--- src/rtl/rv_mem_arbiter.sv ---
// Shares one single-port synchronous memory between CPU fetch, CPU data and host ports.
// One access per cycle; a tag pipe routes read returns back to whoever issued them.
module rv_mem_arbiter #(
    parameter int g_addr_width   = 14,
    parameter int g_read_latency = 1,
    parameter int g_max_starve   = 4
) (
    input  logic                    clk_i,
    input  logic                    rst_n_i,
    input  logic [31:0]             im_addr_i,
    output logic [31:0]             im_data_o,
    output logic                    im_valid_o,
    output logic [31:0]             im_data_addr_o,
    input  logic [31:0]             dm_addr_i,
    input  logic [31:0]             dm_data_s_i,
    input  logic [3:0]              dm_data_select_i,
    input  logic                    dm_load_i,
    input  logic                    dm_store_i,
    output logic                    dm_ready_o,
    output logic [31:0]             dm_data_l_o,
    output logic                    dm_load_done_o,
    output logic                    dm_store_done_o,
    input  logic                    host_req_i,
    input  logic                    host_we_i,
    input  logic [31:0]             host_addr_i,
    input  logic [31:0]             host_data_i,
    output logic [31:0]             host_data_o,
    output logic                    host_ack_o,
    output logic [g_addr_width-1:0] mem_addr_o,
    output logic [31:0]             mem_data_o,
    output logic [3:0]              mem_we_o,
    output logic                    mem_en_o,
    input  logic [31:0]             mem_data_i
);
    localparam int AW = g_addr_width;
    localparam int L  = g_read_latency;
    localparam int SW = $clog2(g_max_starve + 1);
    localparam logic [SW-1:0] STARVE_MAX = SW'(g_max_starve);
    localparam logic [1:0] SRC_FETCH = 2'd0;
    localparam logic [1:0] SRC_DATA  = 2'd1;
    localparam logic [1:0] SRC_HOST  = 2'd2;

    // run_q keeps the memory quiet for the first cycle after reset release
    logic          run_q, run_d;
    logic [SW-1:0] starve_q, starve_d;
    logic          dm_busy_q, dm_busy_d, dm_issued_q, dm_issued_d, dm_we_q, dm_we_d;
    logic [AW-1:0] dm_addr_q, dm_addr_d;
    logic [31:0]   dm_wdata_q, dm_wdata_d;
    logic [3:0]    dm_sel_q, dm_sel_d;
    logic          dm_sdone_q, dm_sdone_d;
    logic          host_busy_q, host_busy_d, host_issued_q, host_issued_d, host_we_q, host_we_d;
    logic [AW-1:0] host_addr_q, host_addr_d;
    logic [31:0]   host_wdata_q, host_wdata_d;
    logic          host_wack_q, host_wack_d;
    logic [L-1:0]        tag_v_q, tag_v_d;
    logic [L-1:0][1:0]   tag_src_q, tag_src_d;
    logic [L-1:0][31:0]  tag_addr_q, tag_addr_d;

    logic       force_fetch, gnt_host, gnt_data, gnt_fetch;
    logic       iss_read;
    logic [1:0] iss_src;
    logic       ret_v, host_rd_ack, dm_done, dm_accept;
    logic [1:0] ret_src;
    logic       unused_bits;

    assign unused_bits = ^{dm_addr_i, host_addr_i};

    // Grant is purely a function of registered state, so it never depends on same-cycle requests
    assign force_fetch = (starve_q == STARVE_MAX);
    assign gnt_host    = run_q && !force_fetch && host_busy_q && !host_issued_q;
    assign gnt_data    = run_q && !force_fetch && !gnt_host && dm_busy_q && !dm_issued_q;
    assign gnt_fetch   = run_q && !gnt_host && !gnt_data;
    assign mem_en_o    = run_q;

    always_comb begin
        mem_addr_o = '0;
        mem_data_o = '0;
        mem_we_o   = 4'h0;
        iss_read   = 1'b0;
        iss_src    = SRC_FETCH;
        if (gnt_host) begin
            mem_addr_o = host_addr_q;
            mem_data_o = host_wdata_q;
            mem_we_o   = host_we_q ? 4'hF : 4'h0;
            iss_read   = !host_we_q;
            iss_src    = SRC_HOST;
        end else if (gnt_data) begin
            mem_addr_o = dm_addr_q;
            mem_data_o = dm_wdata_q;
            mem_we_o   = dm_we_q ? dm_sel_q : 4'h0;
            iss_read   = !dm_we_q;
            iss_src    = SRC_DATA;
        end else if (gnt_fetch) begin
            mem_addr_o = im_addr_i[AW+1:2];
            iss_read   = 1'b1;
        end
    end

    assign tag_v_d[0]    = iss_read;
    assign tag_src_d[0]  = iss_src;
    assign tag_addr_d[0] = im_addr_i;
    genvar gi;
    for (gi = 1; gi < L; gi++) begin : g_tag_shift
        assign tag_v_d[gi]    = tag_v_q[gi-1];
        assign tag_src_d[gi]  = tag_src_q[gi-1];
        assign tag_addr_d[gi] = tag_addr_q[gi-1];
    end

    assign ret_v   = tag_v_q[L-1];
    assign ret_src = tag_src_q[L-1];

    always_comb begin
        im_valid_o      = ret_v && (ret_src == SRC_FETCH);
        im_data_o       = im_valid_o ? mem_data_i : '0;
        im_data_addr_o  = im_valid_o ? tag_addr_q[L-1] : '0;
        dm_load_done_o  = ret_v && (ret_src == SRC_DATA);
        dm_data_l_o     = dm_load_done_o ? mem_data_i : '0;
        dm_store_done_o = dm_sdone_q;
        host_rd_ack     = ret_v && (ret_src == SRC_HOST);
        host_ack_o      = host_rd_ack || host_wack_q;
        host_data_o     = host_rd_ack ? mem_data_i : '0;
    end

    // Ready reopens in the done cycle so a new request can be taken back-to-back
    assign dm_done    = dm_load_done_o || dm_sdone_q;
    assign dm_ready_o = !dm_busy_q || dm_done;
    assign dm_accept  = dm_ready_o && (dm_load_i || dm_store_i);

    always_comb begin
        run_d         = 1'b1;
        starve_d      = starve_q;
        dm_busy_d     = dm_busy_q;
        dm_issued_d   = dm_issued_q;
        dm_we_d       = dm_we_q;
        dm_addr_d     = dm_addr_q;
        dm_wdata_d    = dm_wdata_q;
        dm_sel_d      = dm_sel_q;
        dm_sdone_d    = gnt_data && dm_we_q;
        host_busy_d   = host_busy_q;
        host_issued_d = host_issued_q;
        host_we_d     = host_we_q;
        host_addr_d   = host_addr_q;
        host_wdata_d  = host_wdata_q;
        host_wack_d   = gnt_host && host_we_q;

        if (gnt_fetch)
            starve_d = '0;
        else if (run_q && !force_fetch)
            starve_d = starve_q + 1'b1;

        if (dm_done)  dm_busy_d   = 1'b0;
        if (gnt_data) dm_issued_d = 1'b1;
        if (dm_accept) begin
            dm_busy_d   = 1'b1;
            dm_issued_d = 1'b0;
            dm_we_d     = dm_store_i;
            dm_addr_d   = dm_addr_i[AW+1:2];
            dm_wdata_d  = dm_data_s_i;
            dm_sel_d    = dm_data_select_i;
        end

        if (host_ack_o) host_busy_d   = 1'b0;
        if (gnt_host)   host_issued_d = 1'b1;
        if (!host_busy_q && host_req_i) begin
            host_busy_d   = 1'b1;
            host_issued_d = 1'b0;
            host_we_d     = host_we_i;
            host_addr_d   = host_addr_i[AW+1:2];
            host_wdata_d  = host_data_i;
        end
    end

    always_ff @(posedge clk_i or negedge rst_n_i) begin
        if (!rst_n_i) begin
            run_q         <= 1'b0;
            starve_q      <= '0;
            dm_busy_q     <= 1'b0;
            dm_issued_q   <= 1'b0;
            dm_we_q       <= 1'b0;
            dm_addr_q     <= '0;
            dm_wdata_q    <= '0;
            dm_sel_q      <= '0;
            dm_sdone_q    <= 1'b0;
            host_busy_q   <= 1'b0;
            host_issued_q <= 1'b0;
            host_we_q     <= 1'b0;
            host_addr_q   <= '0;
            host_wdata_q  <= '0;
            host_wack_q   <= 1'b0;
            tag_v_q       <= '0;
            tag_src_q     <= '0;
            tag_addr_q    <= '0;
        end else begin
            run_q         <= run_d;
            starve_q      <= starve_d;
            dm_busy_q     <= dm_busy_d;
            dm_issued_q   <= dm_issued_d;
            dm_we_q       <= dm_we_d;
            dm_addr_q     <= dm_addr_d;
            dm_wdata_q    <= dm_wdata_d;
            dm_sel_q      <= dm_sel_d;
            dm_sdone_q    <= dm_sdone_d;
            host_busy_q   <= host_busy_d;
            host_issued_q <= host_issued_d;
            host_we_q     <= host_we_d;
            host_addr_q   <= host_addr_d;
            host_wdata_q  <= host_wdata_d;
            host_wack_q   <= host_wack_d;
            tag_v_q       <= tag_v_d;
            tag_src_q     <= tag_src_d;
            tag_addr_q    <= tag_addr_d;
        end
    end
endmodule

--- config.mk ---
export PLATFORM = sky130hd
export DESIGN_NAME = rv_mem_arbiter
export DESIGN_NICKNAME = d
export VERILOG_FILES = /design/src/rtl/rv_mem_arbiter.sv
export SDC_FILE = /design/constraint.sdc
export NUM_CORES = 1
export LEC_CHECK = 0
export ABC_AREA = 1
export BUFFER_PORTS_ARGS = -buffer_cell sky130_fd_sc_hd__buf_2
export CAP_MARGIN = 40
export CELL_PAD_IN_SITES_DETAIL_PLACEMENT = 0
export CELL_PAD_IN_SITES_GLOBAL_PLACEMENT = 1
export CORE_AREA = 2 2 149 151
export DETAILED_ROUTE_END_ITERATION = 8
export DIE_AREA = 0 0 151 153
export PLACE_DENSITY = 0.92
export SYNTH_ARGS = -nofsm -noshare
export SYNTH_HDL_FRONTEND = slang
export SYNTH_SLANG_ARGS = --single-unit
--- constraint.sdc ---
create_clock -name clk_i -period 4 [get_ports clk_i]
set_input_delay 0.6 -clock clk_i [delete_from_list [all_inputs] [get_ports clk_i]]
set_output_delay 0.6 -clock clk_i [all_outputs]
set_load 0.005 [all_outputs]
==> summary.md <==
| Metric | Value |
|---|---|
| Nets@finish | between 1000 and 1500 |
| Share of the synthesized area in the top cell type | ~53% |
| Status | finished, final reports clean |
| Total congestion overflow | 0 |
| Top_reg_cell synth | dfrtp_1 |
| Routed Antenna Nets | 0 |
| CP most frequent cell | nand2_1 |
| Cell family with most CP delay | buffers and inverters |
| Critical Path AT | between 2 and 3 ns |
| Setup violators final | 0 |
| Htree depth | 4 |
| Max-cap violations | 0 |
| CP peak stage delay | slightly below 0.7 ns |
| Post-DR wirelength/cell | around 14 um |
| Post-Route WL | between 20 and 25 mm |
| Syn Nets | 1102 |
| Seq cells post-synth | around 140 |
| Hold Crit Class | in -> reg |
| Post-route clock period utilization | 82.8% |
| Post-CTS resize count | 0 |
| Fin. Hold Viols | 0 |
| Asr flop ratio synth | between 90% and 100% |
| Lkg Pwr | between 5 and 6 nW |
| Setup bufs post-CTS | 0 |
| Critical path buffer and inverter count | 4 |
| Final TNS setup | 0 ns |
| CP Max Fanout | 34 |
| Drt initial violations | around 240 |
| First-pass DRT Iterations | 4 |
| Clock skew | 0.0118 ns |
| Share of layout cells above drive strength 1 | around a third |
| Pwr Density | about 540 mW/mm^2 |
| Top-count cell post-synth | nand2_1 |
| Clock Path Buffers | 2 |
| Min Tclk post-route | 3.31 ns |
| Max IR drop VDD | roughly 340 uV |
| GRT Util Overall | between 10% and 20% |
| Area of the mapped netlist | between 0.006 and 0.007 sq mm |
| Die area | between 0.02 and 0.025 sq mm |
| Later-pin clock latency in the skew report | approximately 0.42 ns |
| CTS tree | done |
| Post-synth EDFFs | 0 |
| CP Class | reg -> out |
| Vert. Die Dim | roughly 150 um |
| Startpoint Class | register |
| Maximum clock frequency | just over 0.3 GHz |
| Cell Chain, Critical Path | inv_1, ha_1, nand2_1, nand2_1, inv_2, nand3_2, inv_2, nand2_1, nand2_1, buf_2 |
| Initial Utilization | about a third |
| DRC viols | 0 |
| FILL cells | roughly 2200 |
| Post-synth cell types | 24 |
| Number of global-route vias before repair | between 6000 and 7000 |
| Cell taking the most area after synthesis | dfrtp_1 |
| Initial antenna violation count | 6 |
| Worst EP required | about 3.4 ns |
| Pre-CTS setup slack | between 1 and 1.5 ns |
| Routed vias | 6591 |
| Final GP Congestion | 0.819 |
| Synth warnings | 0 |
| Clock root cell | clkbuf_16 |
| Dominant cells by area after synthesis | dfrtp_1 53%, nand2_1 18%, nor2_1 7.3% |
| RSZ-0062 raised after global routing | no |
| Top post-synthesis cells by count | 325 x nand2_1, 143 x dfrtp_1, 132 x nor2_1, 128 x inv_1, 45 x nand3_1 |
| Reg clk slew, reported paths | 0.07 ns |
| Layout overhead on the synthesized area | 37.7% |
| Max Transition Viols Final | 0 |
| Vias per cell | between 4 and 5 |
| Slew headroom | just under 50% |
| CP endpoint kind | output pin |
| Seq/Total Area, Yosys | between 50% and 60% |
| First-pass GRT wire length | 33.1 mm |
| Final Worst Setup Slack | around 0.7 ns |
| Post-Synthesis Cells | 898 |
| I/O pins | approximately 390 |
| Core area | between 0.02 and 0.025 sq mm |
| Synth Area per Inst | 7.57 sq um |
| Largest net degree at the start of global routing | 84 |
| Row count | 54 |
| Worst slew pin tran | between 0.7 and 0.8 ns |
| Hpwl dp | roughly 16 mm |
| CTS Sinks | about 140 |
| Total CTS buffers | 17 |
| Slowest CP cell | inv_2 |
| IO buf count | approximately 350 |
| Chip Width | 151 um |
==> cells in the final DEF (no fill, tap or decap), types with 8 or more instances in the layout <==
| cell | n |
|---|---|
| dfrtp_1 | 143 |
| o21ai_1 | 32 |
| buf_2 | 348 |
| clkbuf_16 | 17 |
| nand3_1 | 44 |
| o21ai_2 | 23 |
| nand2_1 | 324 |
| inv_1 | 128 |
| buf_4 | 8 |
| nor2_1 | 132 |
==> worst reg2reg max path: stages, from the launching register on <==
cell     delay (ns)
dfrtp_1        0.39
nand3_2        0.51
nand2_4        0.18
o21ai_4        0.34
buf_4          0.58
nand2_1        0.19
o21ai_2        0.08
==> routing by layer <==
metal,routed length [um],part of all wire [%],global-route usage (%)
met5,25,0.12,0
met3,1520,7.0,5.16
met2,10900,50,33.0
met1,8590,40,21.2
met4,574,2.7,7.57
==> cell type report <==
type | count | area, sq um | share of cell area (%)
Antenna cell | 5 | 12.5 | 0.134
Clock buffer | 19 | 443 | 4.73
Inverter | 135 | 507 | 5.41
Clock inverter | 13 | 153 | 1.63
Sequential cell | 143 | 3580 | 38.2
Timing Repair Buffer | 360 | 1870 | 20.0
Tap cell | 280 | 350 | 3.74
Multi-Input combinational cell | 573 | 2440 | 26.1
==> per-stage QoR <==
step	hold WS [ns]	util, %	cells	instance area (sq um)	total power [mW]
floorplan	0.304	-	898	6800	2.90
global placement	0.462	40.5	1488	8690	3.44
detailed placement	0.440	40.7	1490	8740	3.48
CTS	0.261	43.5	1523	9350	5.10
global route	0.257	43.5	1526	9350	5.39
finish	0.284	43.6	1528	9360	5.03
==> registers in the layout, indices dropped and copies added, names as in the netlist, 2 cells and up <==
register	cells
host_wdata_q	32
dm_addr_q	14
host_addr_q	14
ret_src	2
dm_sel_q	4
tag_addr_q	32
starve_q	3
dm_wdata_q	32
==> logic make-up after synthesis <==
group                    synth area share [%]
AND/OR/NAND/NOR                          29.3
buffers and inverters                    11.6
flip-flops                               52.6
AO/OA/AOI/OAI                            5.91
adder cells (fa/ha/maj)                 0.368
XOR/XNOR                                0.129
other                                  0.0552
==> worst paths after layout <==
kind	start	to	slack, ns	cells past startpoint
setup / recovery	starve_q[0]$_DFFE_PN0P_	mem_data_o[23]	0.69	10
hold / removal	im_addr_i[25]	tag_addr_q[25]$_DFF_PN0_	0.28	1
setup reg to reg	ret_src[0]$_DFF_PN0_	dm_addr_q[8]$_DFFE_PN0P_	1.65	6
hold reg to reg	host_wdata_q[9]$_DFFE_PN0P_	host_wdata_q[9]$_DFFE_PN0P_	0.48	2
max in group asynchronous	rst_n_i	host_wdata_q[7]$_DFFE_PN0P_	2.37	4
min in group asynchronous	rst_n_i	host_wdata_q[9]$_DFFE_PN0P_	0.57	2
==> timing repair <==
| action | 4_1_cts | 5_1_grt |
|---|---|---|
| endpoints found under the setup margin | 0 | 0 |
| hold endpoints to repair | 14 | 0 |
| hold buffers | 1 | 0 |
==> report_power, final <==
part | total, mW | switching, mW | internal (mW)
sequential | 1.90 | 0.161 | 1.74
combinational | 1.53 | 0.941 | 0.589
clock | 1.59 | 0.644 | 0.949
total | 5.03 | 1.75 | 3.28
Power figures use the tool's default switching activity.
